$ cat config.mk
export PLATFORM = sky130hd
export DESIGN_NAME = pipelined_cla_addsub
export DESIGN_NICKNAME = d
export VERILOG_FILES = /design/src/rtl/alu_pkg.sv /design/src/rtl/cla_slice.sv /design/src/rtl/pipelined_cla_addsub.sv
export SDC_FILE = /design/constraint.sdc
export NUM_CORES = 1
export LEC_CHECK = 0
export CORE_UTILIZATION = 44
export DETAILED_ROUTE_END_ITERATION = 16
export PLACE_DENSITY = 0.73
export SLEW_MARGIN = 30
export SYNTH_ARGS = -nofsm -noshare
export SYNTH_HDL_FRONTEND = slang
export SYNTH_SLANG_ARGS = --single-unit
$ cat constraint.sdc
create_clock -name clk -period 28.3 [get_ports clk]
set_input_delay 5.66 -clock clk [delete_from_list [all_inputs] [get_ports clk]]
set_output_delay 5.66 -clock clk [all_outputs]
set_load 0.005 [all_outputs]
$ cat src/rtl/alu_pkg.sv
// ============================================================================
// Module      : alu_pkg
// Description : Shared ALU flag structure and add/sub opcode encodings.
// Revision    : 1.0 - initial release
// ============================================================================
`default_nettype none

package alu_pkg;

    typedef struct packed {
        logic cf;
        logic of;
        logic zf;
        logic nf;
    } alu_flags_t;

    localparam logic ALU_OP_ADD = 1'b0;
    localparam logic ALU_OP_SUB = 1'b1;

endpackage

`default_nettype wire

$ cat src/rtl/cla_slice.sv
// ============================================================================
// Module      : cla_slice
// Description : Combinational two-level carry-lookahead adder for one slice.
// Revision    : 1.0 - initial release
// ============================================================================
`default_nettype none

module cla_slice #(
    parameter int SLICE = 16,
    parameter int BLOCK = 4
) (
    input  logic [SLICE-1:0] a,
    input  logic [SLICE-1:0] b,
    input  logic             cin,
    output logic [SLICE-1:0] s,
    output logic             cout,
    output logic             c_msb
);

    localparam int NBLK = SLICE / BLOCK;

    logic [SLICE-1:0] w_g;
    logic [SLICE-1:0] w_p;
    logic [SLICE-1:0] w_c;
    logic [NBLK-1:0]  w_bg;
    logic [NBLK-1:0]  w_bp;
    logic [NBLK:0]    w_bc;

    always_comb begin
        logic w_t;
        logic w_acc;
        w_t   = 1'b0;
        w_acc = 1'b0;
        w_g   = a & b;
        w_p   = a ^ b;
        w_bg  = '0;
        w_bp  = '0;
        w_bc  = '0;
        w_c   = '0;

        for (int j = 0; j < NBLK; j++) begin
            w_t   = 1'b0;
            w_acc = 1'b1;
            for (int i = 0; i < BLOCK; i++) begin
                w_t   = w_g[j*BLOCK+i] | (w_p[j*BLOCK+i] & w_t);
                w_acc = w_acc & w_p[j*BLOCK+i];
            end
            w_bg[j] = w_t;
            w_bp[j] = w_acc;
        end

        // Each block carry is a flat sum of products over block G/P terms.
        for (int j = 0; j <= NBLK; j++) begin
            w_t = cin;
            for (int m = 0; m < j; m++) w_t = w_t & w_bp[m];
            w_acc = w_t;
            for (int i = 0; i < j; i++) begin
                w_t = w_bg[i];
                for (int m = i + 1; m < j; m++) w_t = w_t & w_bp[m];
                w_acc = w_acc | w_t;
            end
            w_bc[j] = w_acc;
        end

        for (int j = 0; j < NBLK; j++) begin
            for (int k = 0; k < BLOCK; k++) begin
                w_t = w_bc[j];
                for (int m = 0; m < k; m++) w_t = w_t & w_p[j*BLOCK+m];
                w_acc = w_t;
                for (int i = 0; i < k; i++) begin
                    w_t = w_g[j*BLOCK+i];
                    for (int m = i + 1; m < k; m++) w_t = w_t & w_p[j*BLOCK+m];
                    w_acc = w_acc | w_t;
                end
                w_c[j*BLOCK+k] = w_acc;
            end
        end

        s     = w_p ^ w_c;
        cout  = w_bc[NBLK];
        c_msb = w_c[SLICE-1];
    end

endmodule

`default_nettype wire

$ cat src/rtl/pipelined_cla_addsub.sv
// ============================================================================
// Module      : pipelined_cla_addsub
// Description : Skewed-pipeline carry-lookahead add/sub with valid/ready and flags.
// Revision    : 1.0 - initial release
// ============================================================================
`default_nettype none

module pipelined_cla_addsub
    import alu_pkg::*;
#(
    parameter int WIDTH  = 64,
    parameter int BLOCK  = 4,
    parameter int STAGES = 4
) (
    input  logic             clk,
    input  logic             rst,
    input  logic             in_valid,
    output logic             in_ready,
    input  logic [WIDTH-1:0] a,
    input  logic [WIDTH-1:0] b,
    input  logic             sub,
    output logic             out_valid,
    input  logic             out_ready,
    output logic [WIDTH-1:0] sum,
    output logic             cf,
    output logic             of,
    output logic             zf,
    output logic             nf
);

    localparam int SLICE = WIDTH / STAGES;

    if ((WIDTH % (STAGES * BLOCK)) != 0) begin : g_bad_params
        $error("pipelined_cla_addsub: WIDTH must be a multiple of STAGES*BLOCK");
    end

    // Level 0 holds the latched operands; level STAGES holds the finished result.
    logic [STAGES:0]  r_v;
    logic [STAGES:0]  r_c;
    logic [WIDTH-1:0] r_a [STAGES];
    logic [WIDTH-1:0] r_b [STAGES];
    logic [WIDTH-1:0] r_s [STAGES+1];
    logic             r_of;

    logic [SLICE-1:0] w_slice_s [STAGES];
    logic             w_cout    [STAGES];
    logic             w_cmsb    [STAGES];
    logic [WIDTH-1:0] w_merge   [STAGES];
    logic [WIDTH-1:0] w_bsel;
    logic             w_adv;
    alu_flags_t       w_flags;

    assign w_adv    = !r_v[STAGES] || out_ready;
    assign in_ready = w_adv && !rst;
    assign w_bsel   = (sub == ALU_OP_SUB) ? ~b : b;

    for (genvar k = 0; k < STAGES; k++) begin : g_stage
        cla_slice #(
            .SLICE (SLICE),
            .BLOCK (BLOCK)
        ) u_slice (
            .a     (r_a[k][k*SLICE +: SLICE]),
            .b     (r_b[k][k*SLICE +: SLICE]),
            .cin   (r_c[k]),
            .s     (w_slice_s[k]),
            .cout  (w_cout[k]),
            .c_msb (w_cmsb[k])
        );
    end

    always_comb begin
        for (int k = 0; k < STAGES; k++) begin
            w_merge[k]                   = r_s[k];
            w_merge[k][k*SLICE +: SLICE] = w_slice_s[k];
        end
    end

    always_ff @(posedge clk) begin
        if (rst) begin
            r_v  <= '0;
            r_c  <= '0;
            r_of <= 1'b0;
            for (int k = 0; k < STAGES; k++) begin
                r_a[k] <= '0;
                r_b[k] <= '0;
            end
            for (int k = 0; k <= STAGES; k++) r_s[k] <= '0;
        end else if (w_adv) begin
            r_v    <= {r_v[STAGES-1:0], in_valid};
            r_a[0] <= a;
            r_b[0] <= w_bsel;
            r_c[0] <= sub;
            r_s[0] <= '0;
            for (int k = 0; k < STAGES; k++) begin
                r_s[k+1] <= w_merge[k];
                r_c[k+1] <= w_cout[k];
            end
            for (int k = 0; k < STAGES - 1; k++) begin
                r_a[k+1] <= r_a[k];
                r_b[k+1] <= r_b[k];
            end
            r_of <= w_cout[STAGES-1] ^ w_cmsb[STAGES-1];
        end
    end

    always_comb begin
        w_flags.cf = r_c[STAGES];
        w_flags.of = r_of;
        w_flags.zf = (r_s[STAGES] == '0);
        w_flags.nf = r_s[STAGES][WIDTH-1];
    end

    assign out_valid = r_v[STAGES];
    assign sum       = r_s[STAGES];
    assign cf        = w_flags.cf;
    assign of        = w_flags.of;
    assign zf        = w_flags.zf;
    assign nf        = w_flags.nf;

endmodule

`default_nettype wire
==> results of run 1 <==
## worst max-delay path: cells and delay by family
family / cells / cell delay, ns
simple gates: 2 / 0.47
buf+inv: 3 / 1.67
## cell type report
type,instances,share of cell area
sequential,491,0.576
clock inverter,29,0.0122
clock buffer,60,0.0516
multi-input combinational,882,0.242
timing repair buffer,213,0.0851
tap,615,0.0303
inverter,16,0.00295
## cells in the final DEF, fill, tap and decap left out, types with 3 or more instances in the layout
cell / n
a21o_1: 11
xor2_1: 20
a221o_1: 3
a22o_1: 3
fa_1: 16
o21ai_1: 5
nor2b_1: 4
buf_4: 7
nand2b_1: 17
bufinv_16: 6
nor2_1: 130
nand4_1: 12
clkbuf_1: 9
clkinv_4: 3
clkdlybuf4s50_1: 201
nor4_1: 18
clkbuf_16: 51
clkinv_2: 9
edfxtp_1: 480
clkinv_1: 7
inv_1: 14
o21a_1: 5
xnor2_1: 91
o211ai_1: 4
nand2_1: 19
and2_1: 365
a21oi_1: 40
dfxtp_1: 11
o21ai_0: 23
ha_1: 80
## worst paths after layout
path,end,slack [ns],cells past startpoint
worst max register to register,r_s[0][237],24.65,7
worst max-delay path,in_ready,14.75,5
worst min-delay path,r_c[4],0.44,2
worst min register to register,r_c[4],0.44,2
## report_power, final
part | internal [W] | leakage (nW) | switching (W) | total (W)
clock network | 0.000385 | 0.792 | 0.000264 | 0.000649
logic | 0.0000548 | 3.79 | 0.0000481 | 0.000103
registers | 0.000836 | 5.82 | 0.0000114 | 0.000847
total | 0.00128 | 10.4 | 0.000324 | 0.00160
## cells by family after synthesis
family | synth area share
AND/OR/NAND/NOR | 0.150
adder cells (fa/ha/maj) | 0.0613
buffers and inverters | 0.0366
flip-flops | 0.679
AO/OA/AOI/OAI | 0.0281
XOR/XNOR | 0.0451
## flip-flops by register name, summed over array words and instances (netlist names)
| name | cells |
|---|---|
| r_s | 160 |
| r_c | 5 |
| r_b | 160 |
| r_v | 5 |
| r_a | 160 |
| of | 1 |
## through the flow
stage | util | setup WS, ns | area, µm² | instances | hold WS, ns
after floorplan | - | 12.34 | 21600 | 1515 | 0.420
after global placement | 0.494 | 14.73 | 23700 | 2215 | 0.433
after detailed placement | 0.494 | 14.72 | 23700 | 2215 | 0.440
after CTS | 0.528 | 14.71 | 25400 | 2304 | 0.447
after global routing | 0.529 | 14.57 | 25400 | 2306 | 0.495
final | 0.529 | 14.75 | 25400 | 2306 | 0.443
## synthesized netlist by cell type
cell	n
buf_4	64
and2_1	365
ha_1	80
and4_1	1
nor4_1	18
nand2_1	19
xor2_1	20
a22o_1	3
a31oi_2	1
nor2b_1	4
a211oi_4	1
a21o_1	11
inv_1	16
a21oi_2	1
dfxtp_1	11
a221o_1	3
xnor2_1	91
nor3_1	2
nor3_2	1
nand2b_4	1
fa_1	16
nand2b_1	18
nand4_1	12
clkbuf_1	45
o21a_1	5
o21ai_1	5
and3_1	1
a32o_1	1
nor2_1	131
o21ai_2	1
and3_2	1
buf_2	13
o21ai_0	23
o211ai_1	4
edfxtp_1	480
buf_1	4
nand2_2	1
a21oi_1	40
or3_1	1
## per-layer routing
layer,GRT usage,routed length [µm],part of all wire
met5,0,0,0
met4,0.0627,1030,0.029
met3,0.0261,1440,0.040
met2,0.249,17400,0.49
met1,0.180,15700,0.44
==> run metrics, run 1 <==
Min-Delay Path Class=reg2reg; routed wire length=approximately 36000 µm; CTS max path bufs=3; critical path start-end classification=in2out; H-tree depth=2; die area=~50000 µm²; initial drt markers=661; Final setup viols=0; Reg clk slew, reported paths=roughly 0.050 ns; CTS Root Cell=clkbuf_16; required time of the worst setup path=roughly 23 ns; cell taking the most area after synthesis=edfxtp_1; post-synthesis sequential area ratio=0.679; wire length of the first global-routing pass=roughly 57000 µm; status=completed; final hold violations=0; CTS Hold Bufs=0; initial antenna violation count=0; RSZ-0062 raised after global routing=no; antenna cell count=0; synth unique cells=39; Worst-Skew Late Latency=0.58 ns; Rel. slew slack=0.396; Worst-Margin Slew=just over 0.9 ns; routed via count=~11000; FILL cells=just under 4000; Nets=about 1900; # rows=80; Die H=223 µm; number of global-route vias before repair=11100; area occupied by multi-input gates=roughly 6200 µm²; final setup TNS=0 ns; CTS buffer count=just over 50; Max Cap Violations=0; max-slew violation count=0; register bit total from synthesis=about 500; via density per instance=approximately 4.8; sequential cell area=approximately 15000 µm²; VDD IR max=0.0419 mV; critical path's largest stage delay=0.62 ns; final setup skew=~0.017 ns; crit path cell chain=clkdlybuf4s50_1 -> nand2b_4 -> nand2b_4 -> inv_8 -> clkdlybuf4s50_1; area delta synth->final=17.8%; worst-path fanout max=between 100 and 150; top cell type's share of synthesized area=0.668; First-pass DRT Iterations=5; Synth Cell Area=between 20000 and 25000 µm²; pin count of the biggest net entering global routing=~210; DRC=0; clock sinks=~500; Post-CTS Setup Bufs=0; worst r2r src=r_v[4]; Post-CTS Resized=0; CP endpoint kind=output pin; Yosys warning count=0; Tot Pwr=roughly 0.0016 W; Detail Route Antenna Nets=0; CP Launch Type=input port; Mapped Nets=roughly 1700; Lkg Pwr=roughly 10 nW; average cell area after synthesis=~14 µm²; Placer Congestion=about 0.79; Max Fclk=roughly 74 MHz; CTS tree=done; Critical-path top delay cell=clkdlybuf4s50_1; Starting Density=0.449; synth top area cells=edfxtp_1 (67%), and2_1 (11%), ha_1 (4.6%), xnor2_1 (3.7%), nor2_1 (2.3%); Tcrit/Tclk final=0.479; share of cells above drive strength 1=0.0574; Port Buffer Count=202; hpwl dp=~23000 µm; core area=48000 µm²; synthesized netlist cell count=about 1500; all-layer global routing usage=0.145; routed wire length per instance=15.4 µm; Data arrival, critical path=slightly below 8 ns; GRT Residual Overflow=0; minimum clock period=around 14 ns; Die Wd=roughly 220 µm; I/O pin count=203; P per Cell Area=roughly 63 nW/µm²; Hold Crit Start=r_c[4]; Crit. Startpoint=out_ready
No activity file was read; power rests on OpenSTA's default activity.
==> inputs of run 2 (changes only) <==
clock period = 14.04 ns   (was 28.3 ns; I/O delays follow)
==> run metrics, run 2 (synthesis results as in run 1) <==
RSZ-0062 raised after global routing=no; Lkg Pwr=~10 nW; most frequent cells in the layout=edfxtp_1 (480), and2_1 (365), clkdlybuf4s50_1 (201); CTS max path bufs=3; clock sinks=just under 500; Tcrit/Tclk final=0.554; final setup TNS=0 ns; number of global-route vias before repair=approximately 11000; required time of the worst setup path=11.23 ns; initial drt markers=~740; Tot Pwr=0.00321 W; combinational share of power=0.064; Max Cap Violations=0; hold depth=2; critical path start-end classification=in2out; Int Pwr=0.00255 W; VDD IR max=0.0747 mV; Max Fclk=~130 MHz; Sw Share=0.205; area post-placement=23700 µm²; via density per instance=around 4.8; Worst-Margin Slew=0.918 ns; worst-path fanout max=roughly 110; hpwl dp=roughly 23000 µm; Largest regs=r_a: 160 flops, r_b: 160 flops, r_s: 160 flops; Min-Delay Path Class=reg2reg; pin count of the biggest net entering global routing=between 150 and 200; Final setup viols=0; FILL cells=3924; R2R cell count=12; all-layer global routing usage=0.148; Nets=between 1500 and 2000; die area=between 40000 and 50000 µm²; routed via count=between 10000 and 15000; Worst-Skew Late Latency=between 0.5 and 0.6 ns; Die Wd=roughly 220 µm; Post-CTS Setup Bufs=0; Placer Congestion=a little under 0.8; area delta synth->final=17.6%; max-slew violation count=0; Die H=approximately 220 µm; commonest non-fill, non-tap cell in the layout=edfxtp_1; Clock power frac=0.403; P per Cell Area=127 nW/µm²; GRT Residual Overflow=0; H-tree depth=2; CTS tree=done; routed wire length=about 36000 µm; Final Core Density=0.528; initial antenna violation count=0; Reg clk slew, reported paths=0.06 ns; Starting Density=0.449; Rel. slew slack=0.388; wire length of the first global-routing pass=between 50000 and 60000 µm; status=completed; # rows=80; I/O pin count=between 200 and 250; Sw Pwr=0.000657 W; antenna cell count=0; Port Buffer Count=roughly 200; share of cells above drive strength 1=0.0555; routed wire length per instance=about 16 µm; minimum clock period=between 7 and 8 ns; CTS buffer count=50; core area=about 48000 µm²; Data arrival, critical path=between 4 and 5 ns; CP Launch Type=input port; First-pass DRT Iterations=4; CTS Root Cell=clkbuf_16; CP endpoint kind=output pin; Reg power frac=0.532; final setup skew=between 0.01 and 0.015 ns; final hold violations=0; CTS Hold Bufs=0; DRC=0; post-route cell area=around 25000 µm²; Detail Route Antenna Nets=0; Post-CTS Resized=0
[run 2: cell types whose count changed in the layout (fill, tap and decap cells not counted), sizes merged]
cell      change
buf           -1
bufinv        -3
clkbuf        +5
clkinvlp      +1
[run 2: per-stage QoR]
stage               worst slack [ns]  instances  hold slack, ns
floorplan                      0.928       1515           0.420
global placement                6.28       2216           0.433
detailed placement              6.26       2216           0.446
CTS                             6.25       2308           0.444
global route                    6.11       2308           0.469
finish                          6.26       2308           0.448
[run 2: per-layer routing]
metal / vias up / wire (µm) / track usage
met5: - / 0 / 0
met4: 0 / 995 / 0.0592
met3: 64 / 1290 / 0.0224
met2: 225 / 17900 / 0.253
met1: 5236 / 15900 / 0.188
li1: 5485 / - / -
[run 2: area by class of cell]
type / instances / area (µm²) / area share
clock buffer: 65 / 1400 / 0.0553
timing repair buffer: 212 / 2110 / 0.0830
clock inverter: 27 / 214 / 0.00844
sequential: 491 / 14600 / 0.577
tap: 615 / 769 / 0.0303
inverter: 16 / 80.1 / 0.00316
multi-input combinational: 882 / 6150 / 0.243
[run 2: final timing paths]
path              end  slack (ns)        start
max          in_ready        6.26    out_ready
min reg2reg    r_c[4]        0.45       r_c[4]
max reg2reg        of       10.93  r_b[0][240]
min            r_c[4]        0.45       r_c[4]
[run 2: power by group through the flow]
stage | logic (W) | registers, W | clock network [W]
floorplan | 0.000131 | 0.00173 | 0
global placement | 0.000205 | 0.00174 | 0
detailed placement | 0.000210 | 0.00174 | 0
CTS | 0.000212 | 0.00171 | 0.00133
global route | 0.000231 | 0.00172 | 0.00138
finish | 0.000207 | 0.00171 | 0.00129
[run 2: worst max-delay path, cell delays in order]
cell             delay [ns]
clkdlybuf4s50_1        0.47
nand2b_4               0.15
nand2b_4               0.33
inv_8                  0.49
clkdlybuf4s50_1        0.59
==> inputs of run 3 (changes only) <==
PLACE_DENSITY = 0.75   (was 0.73)
clock period = 6.5 ns   (was 14.04 ns; I/O delays follow)
==> run metrics, run 3 (synthesis results as in run 1) <==
setup ws final=around 2.1 ns; Detail Route Antenna Nets=0; Die H=approximately 220 µm; VDD IR max=0.229 mV; Sw Share=0.207; antenna cell count=0; DRC=0; final hold violations=0; Die Wd=between 200 and 250 µm; Max Fclk=226 MHz; most frequent cells in the layout=edfxtp_1 (480), and2_1 (365), clkdlybuf4s50_1 (201); pin count of the biggest net entering global routing=165; core area=48000 µm²; CTS Hold Bufs=0; initial drt markers=roughly 560; via density per instance=4.76; Lkg Pwr=approximately 10 nW; clock sinks=491; all-layer global routing usage=0.146; Starting Density=0.449; Reg clk slew, reported paths=roughly 0.060 ns; CTS Root Cell=clkbuf_16; worst-path fanout max=between 150 and 200; Rel. slew slack=0.377; CTS tree=done; Port Buffer Count=202; Sw Pwr=around 0.0014 W; Int Pwr=between 0.005 and 0.006 W; Final Core Density=0.526; Placer Congestion=0.795; commonest non-fill, non-tap cell in the layout=edfxtp_1; Tcrit/Tclk final=0.679; First-pass DRT Iterations=5; share of cells above drive strength 1=0.0525; critical path start-end classification=in2out; RSZ-0062 raised after global routing=no; routed wire length=between 30000 and 40000 µm; wire length of the first global-routing pass=approximately 57000 µm; CTS buffer count=50; die area=between 40000 and 50000 µm²; Worst-Margin Slew=0.935 ns; R2R cell count=12; Nets=roughly 1900; Min-Delay Path Class=reg2reg; Largest regs=r_a: 160 flops, r_b: 160 flops, r_s: 160 flops; Reg power frac=0.546; hpwl dp=between 20000 and 25000 µm; number of global-route vias before repair=around 11000; post-place setup slack=around 2.0 ns; Worst-Skew Late Latency=between 0.5 and 0.6 ns; # rows=80; status=completed; worst hold margin=roughly 0.44 ns; Data arrival, critical path=roughly 3.1 ns; I/O pin count=roughly 200; H-tree depth=2; final setup skew=0.0129 ns; routed via count=11000; CTS max path bufs=3; required time of the worst setup path=around 5.2 ns; Post-CTS Setup Bufs=0; GRT Residual Overflow=0; CP Launch Type=input port; CP endpoint kind=output pin; minimum clock period=4.42 ns; Final setup viols=0; Clock power frac=0.388; Max Cap Violations=0; area delta synth->final=17.1%; initial antenna violation count=0; max-slew violation count=0; P per Cell Area=between 200 and 300 nW/µm²; routed wire length per instance=about 15 µm; hold depth=2; Post-CTS Resized=0; final setup TNS=0 ns; combinational share of power=0.066
run 3: final cells by class:
type                            instances  area (µm²)
Sequential cell                       491       14600
Multi-Input combinational cell        882        6160
Inverter                               16        71.3
Timing Repair Buffer                  215        2130
Clock inverter                         25         171
Tap cell                              615         769
Clock buffer                           65        1330
Fill cell                            3934       22800
run 3: critical path: stages:
cell             delay, ns
clkdlybuf4s50_1       0.46
nand2b_4              0.16
nand2b_4              0.09
inv_8                 0.47
clkdlybuf4s50_1       0.63
run 3: metal layers:
layer	global-route usage	routed length, µm	vias to the layer above
met5	0	0	-
li1	-	-	5491
met3	0.0221	1390	67
met2	0.246	17200	225
met1	0.184	15800	5211
met4	0.0718	1320	0
run 3: power by group through the flow:
stage / clock network (W) / registers, W / logic [W]
floorplan: 0 / 0.00374 / 0.000283
finish: 0.00262 / 0.00369 / 0.000447
global placement: 0 / 0.00375 / 0.000444
detailed placement: 0 / 0.00376 / 0.000455
global route: 0.00282 / 0.00370 / 0.000501
CTS: 0.00271 / 0.00369 / 0.000458
run 3: metrics by stage:
step,instance area [µm²],power [W],std cells
2_1_floorplan,21600,0.00402,1515
3_3_place_gp,23800,0.00419,2219
3_5_place_dp,23800,0.00421,2219
4_1_cts,25300,0.00686,2309
5_1_grt,25300,0.00702,2309
6_report,25300,0.00676,2309
run 3: final timing paths:
path                from       end  slack [ns]
max reg2reg  r_b[0][242]        of        3.43
min               r_c[4]    r_c[4]        0.44
min reg2reg       r_c[4]    r_c[4]        0.44
max            out_ready  in_ready        2.08
